## config.mk

```make
export PLATFORM = sky130hd
export DESIGN_NAME = polyveck_unpack_hint
export DESIGN_NICKNAME = d
export VERILOG_FILES = /design/src/rtl/dilithium_pkg.sv /design/src/rtl/polyveck_unpack_hint_locator.sv /design/src/rtl/polyveck_unpack_hint.sv
export SDC_FILE = /design/constraint.sdc
export NUM_CORES = 2
export LEC_CHECK = 0
export CAP_MARGIN = 20
export CELL_PAD_IN_SITES_DETAIL_PLACEMENT = 0
export CELL_PAD_IN_SITES_GLOBAL_PLACEMENT = 1
export CORE_AREA = 4 4 603 605
export DETAILED_ROUTE_END_ITERATION = 8
export DIE_AREA = 0 0 607 609
export HOLD_SLACK_MARGIN = 0.02
export PLACE_DENSITY = 0.42
export SKIP_LAST_GASP = 1
export SYNTH_ARGS = -nofsm -noshare
export SYNTH_HDL_FRONTEND = slang
export SYNTH_SLANG_ARGS = --single-unit
```

## constraint.sdc

```tcl
create_clock -name clk -period 6.2 [get_ports clk]
set_input_delay 1.55 -clock clk [delete_from_list [all_inputs] [get_ports clk]]
set_output_delay 1.55 -clock clk [all_outputs]
set_load 0.02 [all_outputs]
```

## src/rtl/dilithium_pkg.sv

```systemverilog
// Shared Dilithium constants used by the hint-unpacking datapath and its neighbours.
package dilithium_pkg;
   localparam int K          = 6;
   localparam int OMEGA      = 55;
   localparam int N          = 256;
   localparam int HINT_BYTES = OMEGA + K;
endpackage

```

## src/rtl/polyveck_unpack_hint_locator.sv

```systemverilog
// hint_poly_locator: finds the polynomial that owns hint position j_i,
// which is the lowest p with j_i < cnt[p].
module hint_poly_locator
   import dilithium_pkg::*;
#(
   parameter int K  = dilithium_pkg::K,
   parameter int PW = 3
) (
   input  logic [7:0]     j_i,
   input  logic [K*8-1:0] cnt_i,
   output logic [PW-1:0]  p_o
);

   // Priority scan from the top so the lowest matching polynomial wins.
   always_comb begin
      p_o = PW'(K - 1);
      for (int p = K - 1; p >= 0; p--) begin
         p_o = (j_i < cnt_i[p*8 +: 8]) ? PW'(p) : p_o;
      end
   end

endmodule

```

## src/rtl/polyveck_unpack_hint.sv

```systemverilog
// polyveck_unpack_hint: loads the OMEGA+K byte hint encoding, then scans one index per cycle
// into the K*256 hint vector. Malformed-encoding checks: POLYVECK_UNPACK_HINT_STRICT_CHECK_EN.
module polyveck_unpack_hint
   import dilithium_pkg::*;
#(
   parameter int K     = dilithium_pkg::K,
   parameter int OMEGA = dilithium_pkg::OMEGA
) (
   input  logic           clk,
   input  logic           rst,
   input  logic           start,
   input  logic [7:0]     in_byte,
   input  logic           in_valid,
   output logic           in_ready,
   output logic [K*N-1:0] h_out,
   output logic           done,
   output logic           err,
   output logic           busy
);

   localparam int NB = OMEGA + K;
   localparam int BW = $clog2(NB + 1);
   localparam int IW = $clog2(OMEGA);
   localparam int PW = (K > 1) ? $clog2(K) : 1;
   localparam int HW = $clog2(K * N);

   typedef enum logic [1:0] {S_IDLE, S_LOAD, S_DECODE, S_DONE} state_t;

   state_t          state_q, state_d;
   logic [BW-1:0]   bcnt_q;
   logic [IW-1:0]   j_q;
   logic [7:0]      idx_q [OMEGA];
   logic [7:0]      cnt_q [K];
   logic [K*N-1:0]  h_q;
   logic [K*8-1:0]  cnt_flat_s;
   logic            accept_s, last_byte_s, last_j_s, in_poly_s, err_final_s;
   logic [PW-1:0]   p_s, pin_s;
   logic [7:0]      j8_s, idx_j_s;
   logic [HW-1:0]   bit_s;

   assign accept_s    = (state_q == S_LOAD) && in_valid;
   assign last_byte_s = accept_s && (bcnt_q == BW'(NB - 1));
   assign last_j_s    = (state_q == S_DECODE) && (j_q == IW'(OMEGA - 1));
   assign pin_s       = PW'(bcnt_q - BW'(OMEGA));
   assign j8_s        = 8'(j_q);
   assign idx_j_s     = idx_q[j_q];
   assign in_poly_s   = j8_s < cnt_q[K-1];
   assign bit_s       = HW'({p_s, idx_j_s});
   assign h_out       = h_q;

   for (genvar g = 0; g < K; g++) begin : g_cnt
      assign cnt_flat_s[g*8 +: 8] = cnt_q[g];
   end

   hint_poly_locator #(.K(K), .PW(PW)) u_locator (
      .j_i   (j8_s),
      .cnt_i (cnt_flat_s),
      .p_o   (p_s)
   );

   // State register.
   always_ff @(posedge clk) begin
      if (rst) begin
         state_q <= S_IDLE;
      end else begin
         state_q <= state_d;
      end
   end

   // Next-state logic.
   always_comb begin
      state_d = state_q;
      case (state_q)
         S_IDLE:   state_d = start ? S_LOAD : S_IDLE;
         S_LOAD:   state_d = last_byte_s ? S_DECODE : S_LOAD;
         S_DECODE: state_d = last_j_s ? S_DONE : S_DECODE;
         S_DONE:   state_d = S_IDLE;
         default:  state_d = S_IDLE;
      endcase
   end

   // Handshake and status outputs decoded from the state register.
   always_comb begin
      in_ready = 1'b0;
      busy     = 1'b0;
      done     = 1'b0;
      case (state_q)
         S_LOAD:   begin in_ready = 1'b1; busy = 1'b1; end
         S_DECODE: busy = 1'b1;
         S_DONE:   begin busy = 1'b1; done = 1'b1; end
         default:  busy = 1'b0;
      endcase
   end

   // Byte counter, scan position and hint vector accumulation.
   always_ff @(posedge clk) begin
      if (rst) begin
         bcnt_q <= '0;
         j_q    <= '0;
         h_q    <= '0;
      end else begin
         case (state_q)
            S_IDLE: begin
               if (start) begin
                  bcnt_q <= '0;
                  j_q    <= '0;
                  h_q    <= '0;
               end
            end
            S_LOAD: begin
               if (accept_s) begin
                  bcnt_q <= bcnt_q + BW'(1);
               end
            end
            S_DECODE: begin
               j_q <= j_q + IW'(1);
               if (in_poly_s) begin
                  h_q[bit_s] <= 1'b1;
               end
               // A rejected encoding must never leak a partial vector downstream.
               if (last_j_s && err_final_s) begin
                  h_q <= '0;
               end
            end
            default: j_q <= j_q;
         endcase
      end
   end

   // Encoding storage, filled in arrival order: indices first, then counts.
   always_ff @(posedge clk) begin
      if (accept_s) begin
         if (bcnt_q < BW'(OMEGA)) begin
            idx_q[IW'(bcnt_q)] <= in_byte;
         end else begin
            cnt_q[pin_s] <= in_byte;
         end
      end
   end

`ifdef POLYVECK_UNPACK_HINT_STRICT_CHECK_EN
   logic       err_q, err_set_s, load_err_s, order_err_s, tail_err_s;
   logic [7:0] first_s, idx_prev_s;

   assign first_s     = (p_s == '0) ? 8'd0 : cnt_q[p_s - PW'(1)];
   assign idx_prev_s  = idx_q[j_q - IW'(1)];
   assign load_err_s  = accept_s && (bcnt_q >= BW'(OMEGA)) &&
                        ((in_byte > 8'(OMEGA)) ||
                         ((pin_s != '0) && (in_byte < cnt_q[pin_s - PW'(1)])));
   assign order_err_s = (state_q == S_DECODE) && in_poly_s && (j_q != '0) &&
                        (j8_s != first_s) && (idx_j_s <= idx_prev_s);
   assign tail_err_s  = (state_q == S_DECODE) && !in_poly_s && (idx_j_s != 8'd0);
   assign err_set_s   = load_err_s || order_err_s || tail_err_s;
   assign err_final_s = err_q || err_set_s;
   assign err         = err_q;

   // Sticky error flag, cleared only by reset or a new start.
   always_ff @(posedge clk) begin
      if (rst) begin
         err_q <= 1'b0;
      end else if ((state_q == S_IDLE) && start) begin
         err_q <= 1'b0;
      end else if (err_set_s) begin
         err_q <= 1'b1;
      end
   end
`else
   assign err_final_s = 1'b0;
   assign err         = 1'b0;
`endif

endmodule

```

== Word level (Yosys, flattened, before mapping) ==
Memory sizes are Yosys's and may differ from the RTL's. A register that Yosys moved wholly into a read port is not among the register bits.
Cells that the tools add are included.

* Bits in writable memories: 488
* Register bits after elaboration: 1550
* Output and inout bits: 1540
* Logic and storage cells: 67
* Bits in latches: 0
* Bits in read-only memories: 0
* Memories: 2
* Input bits: 12

{| class="wikitable"
|+ Memory list
! name !! words !! bits a word !! read ports !! clocked after Yosys merged registers in !! wr ports !! RTL line !! RTL
|-
| idx_q || 55 || 8 || 1 || 1 || 1 || polyveck_unpack_hint.sv:32 || <nowiki>logic [7:0] idx_q [OMEGA];</nowiki>
|-
| cnt_q || 6 || 8 || 6 || 0 || 1 || polyveck_unpack_hint.sv:33 || <nowiki>logic [7:0] cnt_q [K];</nowiki>
|}

* Magnitude comparators: 9
* Add/sub/neg operators: 3
* $mul: 0
* Div/mod/pow operators: 0
* Mux-type cells: 29
* Reductions and logical operators: 11
* Shift operators: 0
* Bitwise operators: 1
* Equality and inequality tests: 8

{| class="wikitable"
|+ Operators by type and width
! kind !! count
|-
| two-way mux 1536 bit || 2
|-
| one-hot mux 1536 bit (2 select lines) || 1
|-
| OR 1536 bit || 1
|-
| < comparator 6 x 8 -> 1 bit || 6
|-
| two-way mux 6 bit || 4
|-
| one-hot mux 6 bit (2 select lines) || 2
|-
| two-way mux 1 bit || 13
|-
| adder 6 x 1 -> 6 bit (second input constant) || 2
|-
| == test 6 bit (second input constant) || 2
|-
| < comparator 11 x 12 -> 1 bit (second input constant) || 1
|-
| two-way mux 3 bit || 4
|-
| demux 1 bit (select 11 bit) || 1
|-
| >= comparator 11 x 1 -> 1 bit (second input constant) || 1
|-
| one-hot mux 2 bit (4 select lines) || 1
|-
| < comparator 6 bit (second input constant) || 1
|-
| != test 2 bit (second input constant) || 3
|-
| AND reduction 3 bit || 2
|-
| == test 2 bit (second input constant) || 2
|-
| logical AND 1 bit || 4
|-
| nonzero test 2 bit || 2
|-
| OR reduction 3 bit || 1
|-
| subtractor 3 bit (second input constant) || 1
|-
| == test 2 x 1 -> 1 bit (second input constant) || 1
|-
| zero test 2 bit || 1
|-
| other kinds (2) || 2
|}

== Longest topological paths before layout ==
An unclocked memory read counts as a cell.

* Depth in word-level cells: 14
* Gate-level depth with buffers: 15
* Gate-level depth less buffers: 9

== Hierarchy ==
A second synthesis with hierarchy kept.

* Cells, all modules: 5356
* Area total of the unflattened synthesis: 69530.4 sq um

{| class="wikitable"
|+ By module, submodules not included
! module !! cells an instance !! seq. area each (sq um) !! instances !! area an instance (sq um)
|-
| polyveck_unpack_hint || 5234 || 45803.9 || 1 || 68584.5
|-
| hint_poly_locator || 122 || 0.0 || 1 || 945.9
|}

== Worst setup path after synthesis ==
Ideal clock, no wire load.

* Path kind: register to register
* From: register with a tool-made name
* To: register h_q[1288], in the netlist h_out[1288]
* Library setup time: 86 ps
* Setup slack: 3069 ps
* Arrival time: 3045 ps
* Path buffers: 7
* Required time: 6114 ps
* Clock period less this slack: 3131 ps
* Stages on the path, launching flop included: 15
* Cells stage by stage: dfxtp_1 buf_6 buf_8 buf_6 buf_6 mux4_2 a221oi_2 o21ai_1 a32oi_2 and2_1 buf_4 nand4_1 buf_4 buf_6 o31ai_2

{| class="wikitable"
|+ RTL lines
! item !! RTL line !! RTL
|-
| end signal: assignment || polyveck_unpack_hint.sv:100 || <nowiki>h_q <= '0;</nowiki>
|-
| end signal: assignment || polyveck_unpack_hint.sv:107 || <nowiki>h_q <= '0;</nowiki>
|-
| end signal: indexed assignment || polyveck_unpack_hint.sv:118 || <nowiki>h_q[bit_s] <= 1'b1;</nowiki>
|-
| end: declaration || polyveck_unpack_hint.sv:34 || <nowiki>logic [K*N-1:0] h_q;</nowiki>
|}

==> impl_summary.txt <==
----------------------------------------------------
[Synthesis]
  Most common library cells after synthesis ... sky130_fd_sc_hd__nand2_1, sky130_fd_sc_hd__dfxtp_1, sky130_fd_sc_hd__o21ai_0
  Multiplexer fraction of the synthesized cell area ... 3.86%
  Syn nets ... 6413
  Post-synthesis area per instance ... about 11 sq um
  Ys Warns ... 0
  XOR/XNOR share of the synthesized area ... 0.0619%
  Sequential fraction of the synthesis area ... around two thirds
  Most common cell in the netlist ... sky130_fd_sc_hd__nand2_1
  Number of synthesized flops with an enable pin ... a little under 500
  Synth top area share ... 44.0%
  Top cell type by total area after synthesis ... sky130_fd_sc_hd__dfxtp_1
  Gate Count Post-Synth ... between 6000 and 7000
  Leading register cell type out of synthesis ... sky130_fd_sc_hd__dfxtp_1
  Fraction of synthesis flops using an asynchronous set or reset pin ... 0%
  Unique masters post-synth ... 84
  Complex-gate fraction of the synthesized area ... 16.3%
  Flop and latch count out of synthesis ... 2044
  Largest family of logic cells by synthesized area ... compound AO/OA/AOI/OAI gates
  Top cells by area in the synthesized netlist ... sky130_fd_sc_hd__dfxtp_1, sky130_fd_sc_hd__edfxtp_1, sky130_fd_sc_hd__nand2_1
  Adder-cell share of the synthesized area ... less than 1%
  Simple-gate share of the synthesized area ... between 10% and 20%
  Synth Cell Area ... 70800 sq um

[Route]
  Overall routed net length ... 397000 microns
  Post-detailed-route via-to-cell ratio ... 4.36
  Post-route DRC violation count ... 0
  Number of search-and-repair iterations in the first detailed-routing pass ... 5
  Post-route antenna net violation count ... 0
  Routed vias ... 55482
  Wirelength per Cell ... 31.2 microns
  Starting DRT DRC Count ... 4508

[Critical path]
  Slowest stage delay, CP ... 0.62 ns
  Type of element capturing the critical path ... register
  Setup crit start kind ... register
  Crit path arrival time ... 5.73 ns
  Required @ worst endpoint ... around 7 ns
  Count of buffer and inverter cells on the critical path ... 4
  Critical path's most frequent cell ... sky130_fd_sc_hd__buf_4
  Critical path start-end classification ... reg -> reg
  Ordered list of cells on the worst path ... buf_12 > buf_4 > mux4_2 > mux2i_1 > o21ai_0 > a21oi_1 > o31a_1 > buf_4 > nand4_1 > buf_4 > o31ai_1
  Highest fanout seen on the critical path ... 28
  Cell class contributing the biggest share of worst-path delay ... compound AO/OA/AOI/OAI gates
  Slowest cell on the critical path ... sky130_fd_sc_hd__dfxtp_4

[CTS]
  Number of hold-repair buffers added at the cts stage ... 0
  Clock root cell ... sky130_fd_sc_hd__clkbuf_16
  H-tree levels ... 4
  Latest clock arrival within the worst-skew pair ... 0.99 ns
  Clock transition at the register clock pins on the worst setup and hold paths after CTS ... around 0.060 ns
  Number of clock sinks seen by CTS ... 2044
  Clock tree from TritonCTS ... built
  Buffer levels on the longest clock path ... 4
  Post-CTS Resized ... 0
  Post-CTS setup buffer count ... 0
  Clock buffer count from CTS ... approximately 250

[Power]
  Power density over cell area ... 289 nW/um^2
  Max rail drop VDD ... 264 uV
  Leakage power of the design ... 32.5 nW

[Die]
  Horiz. Die Dim ... 607 microns
  Total Die Area ... ~370000 sq um
  Area of the core ... 358000 sq um
  Io pins ... 1552
  Vertical die dimension ... roughly 610 microns
  Number of placement rows ... 220
  Effective utilization at floorplan ... 19.8%

[Timing]
  Final worst path period share ... 80.1%
  RSZ-0062 raised after global routing ... false
  Total negative setup slack ... 0 ns
  Max Slew Vio Count ... 0
  Number of endpoints with negative hold slack in the final report ... 0
  Achievable frequency ... 0.201 GHz
  Minimum period implied by the final worst setup slack ... 4.97 ns
  Number of setup violations in the final report ... 0
  Slew at the pin closest to its max-slew limit ... 1.36 ns
  Final clock skew ... 0.148 ns
  Headroom to the max-slew limit ... under 10%

[Cells and area]
  Fraction of layout cells with a size suffix above 1 ... 12.3%
  Net count reported at finish ... 7782
  Synth-to-Final Area Change ... 41.1%
  Final Cell Area ... ~100000 sq um

[Global route]
  Via count of the first global-routing pass ... 53519
  Largest net degree at the start of global routing ... 211
  Number of antenna violations at the first check in global routing ... 49
  First-pass GRT wire length ... 522000 microns
  Remaining global-route overflow ... 0
  GRT Util Overall ... 20.5%

[Place]
  Total of buffers placed on input and output ports ... 1550
  Weighted congestion at the end of routability-driven global placement ... 0.798
  Total half-perimeter wirelength after legalization and detailed placement ... between 200000 and 300000 microns
  Instance area at placement ... 91700 sq um

[Hold path]
  Tightest Hold Check Type ... reg -> reg

[Outcome]
  Result of the run ... finished, final reports clean

[Run]
  Max-cap check violation count ... 0

----------------------------------------------------
[worst reg2reg max path, cell delays in order (launching register included)]
cell and delay [ns]:
sky130_fd_sc_hd__dfxtp_4 0.62, sky130_fd_sc_hd__buf_12 0.32, sky130_fd_sc_hd__buf_4 0.31, sky130_fd_sc_hd__mux4_2 0.50, sky130_fd_sc_hd__mux2i_1 0.25, sky130_fd_sc_hd__o21ai_0 0.13, sky130_fd_sc_hd__a21oi_1 0.61, sky130_fd_sc_hd__o31a_1 0.47
sky130_fd_sc_hd__buf_4 0.26, sky130_fd_sc_hd__nand4_1 0.44, sky130_fd_sc_hd__buf_4 0.55, sky130_fd_sc_hd__o31ai_1 0.40
[per-layer routing]
metal	wire length, microns	track usage [%]
met1	160000	24.7
met2	198000	36.1
met3	25500	4.71
met4	13100	6.05
met5	16	0
[cells by family after synthesis]
kind of cell	count (synthesis)
adder cells (fa/ha/maj)	34
AND/OR/NAND/NOR	1833
other	1
flip-flops	2044
XOR/XNOR	5
multiplexers	142
AO/OA/AOI/OAI	1649
buffers and inverters	659
[sequential cells by signal (all words and copies together), names as in the netlist, named ones only]
register / count
state_q: 1
idx_q: 440
bcnt_q: 6
j_q: 6
h_out: 1536
cnt_q: 48
[stage by stage]
stage | power, mW | util [%] | instances | hold slack, ns | setup WS (ns)
2_1_floorplan | 14.2 | - | 6367 | 0.523 | 3.07
3_3_place_gp | 14.5 | 25.6 | 12260 | 0.429 | 1.10
3_5_place_dp | 14.5 | 25.6 | 12260 | 0.435 | 1.09
4_1_cts | 29.3 | 27.9 | 12702 | 0.450 | 1.10
5_1_grt | 29.8 | 27.9 | 12706 | 0.466 | 0.938
6_report | 28.8 | 27.9 | 12732 | 0.444 | 1.23
[area by class of cell]
type                    count  area [sq um]
diodes                     28          70.1
clock inverters            67           843
inverters                  38           143
repair buffers           1743         17500
fillers                 37448        258000
flip-flops and latches   2044         45800
well taps                4773          5970
multi-input cells        3664         22400
clock buffers             375          7230
[worst paths after layout]
check                           start                  endpoint  slack (ns)  depth (start not counted)
min reg2reg  h_out[1122]$_SDFFE_PP0P_  h_out[1122]$_SDFFE_PP0P_        0.44                          2
max                          register  h_out[1174]$_SDFFE_PP0P_        1.23                         11
max reg2reg                  register  h_out[1174]$_SDFFE_PP0P_        1.23                         11
min          h_out[1122]$_SDFFE_PP0P_  h_out[1122]$_SDFFE_PP0P_        0.44                          2
[placed cells by master (no fill, tap or decap), drive strengths merged, types with 8 or more instances in the layout]
cell type      synthesis  layout
clkinv                 0      43
nand3b                 8       8
nand4                 27      27
a21o                   8       8
mux2                  10      10
a21oi                 22      22
inv                   38      46
buf                  202     201
bufinv                 0      12
o41ai                 41      41
nor2                  93      93
ha                    34      34
a32oi                  9       9
mux2i                 28      28
nand2               1603    1603
nand2b                17      17
clkdlybuf4s50          0    1542
diode                  0      28
edfxtp               488     488
mux4                 104     104
o31ai                661     661
o21ai                852     852
dfxtp               1556    1556
o211ai                 9       9
nand3                 38      38
clkbuf               419     375
[power by group]
part / internal, mW / total (mW) / switching (mW)
logic: 0.0641 / 0.603 / 0.538
clock network: 8.50 / 14.6 / 6.08
registers: 13.6 / 13.6 / 0.00323
No activity file was read; power rests on OpenSTA's default activity.
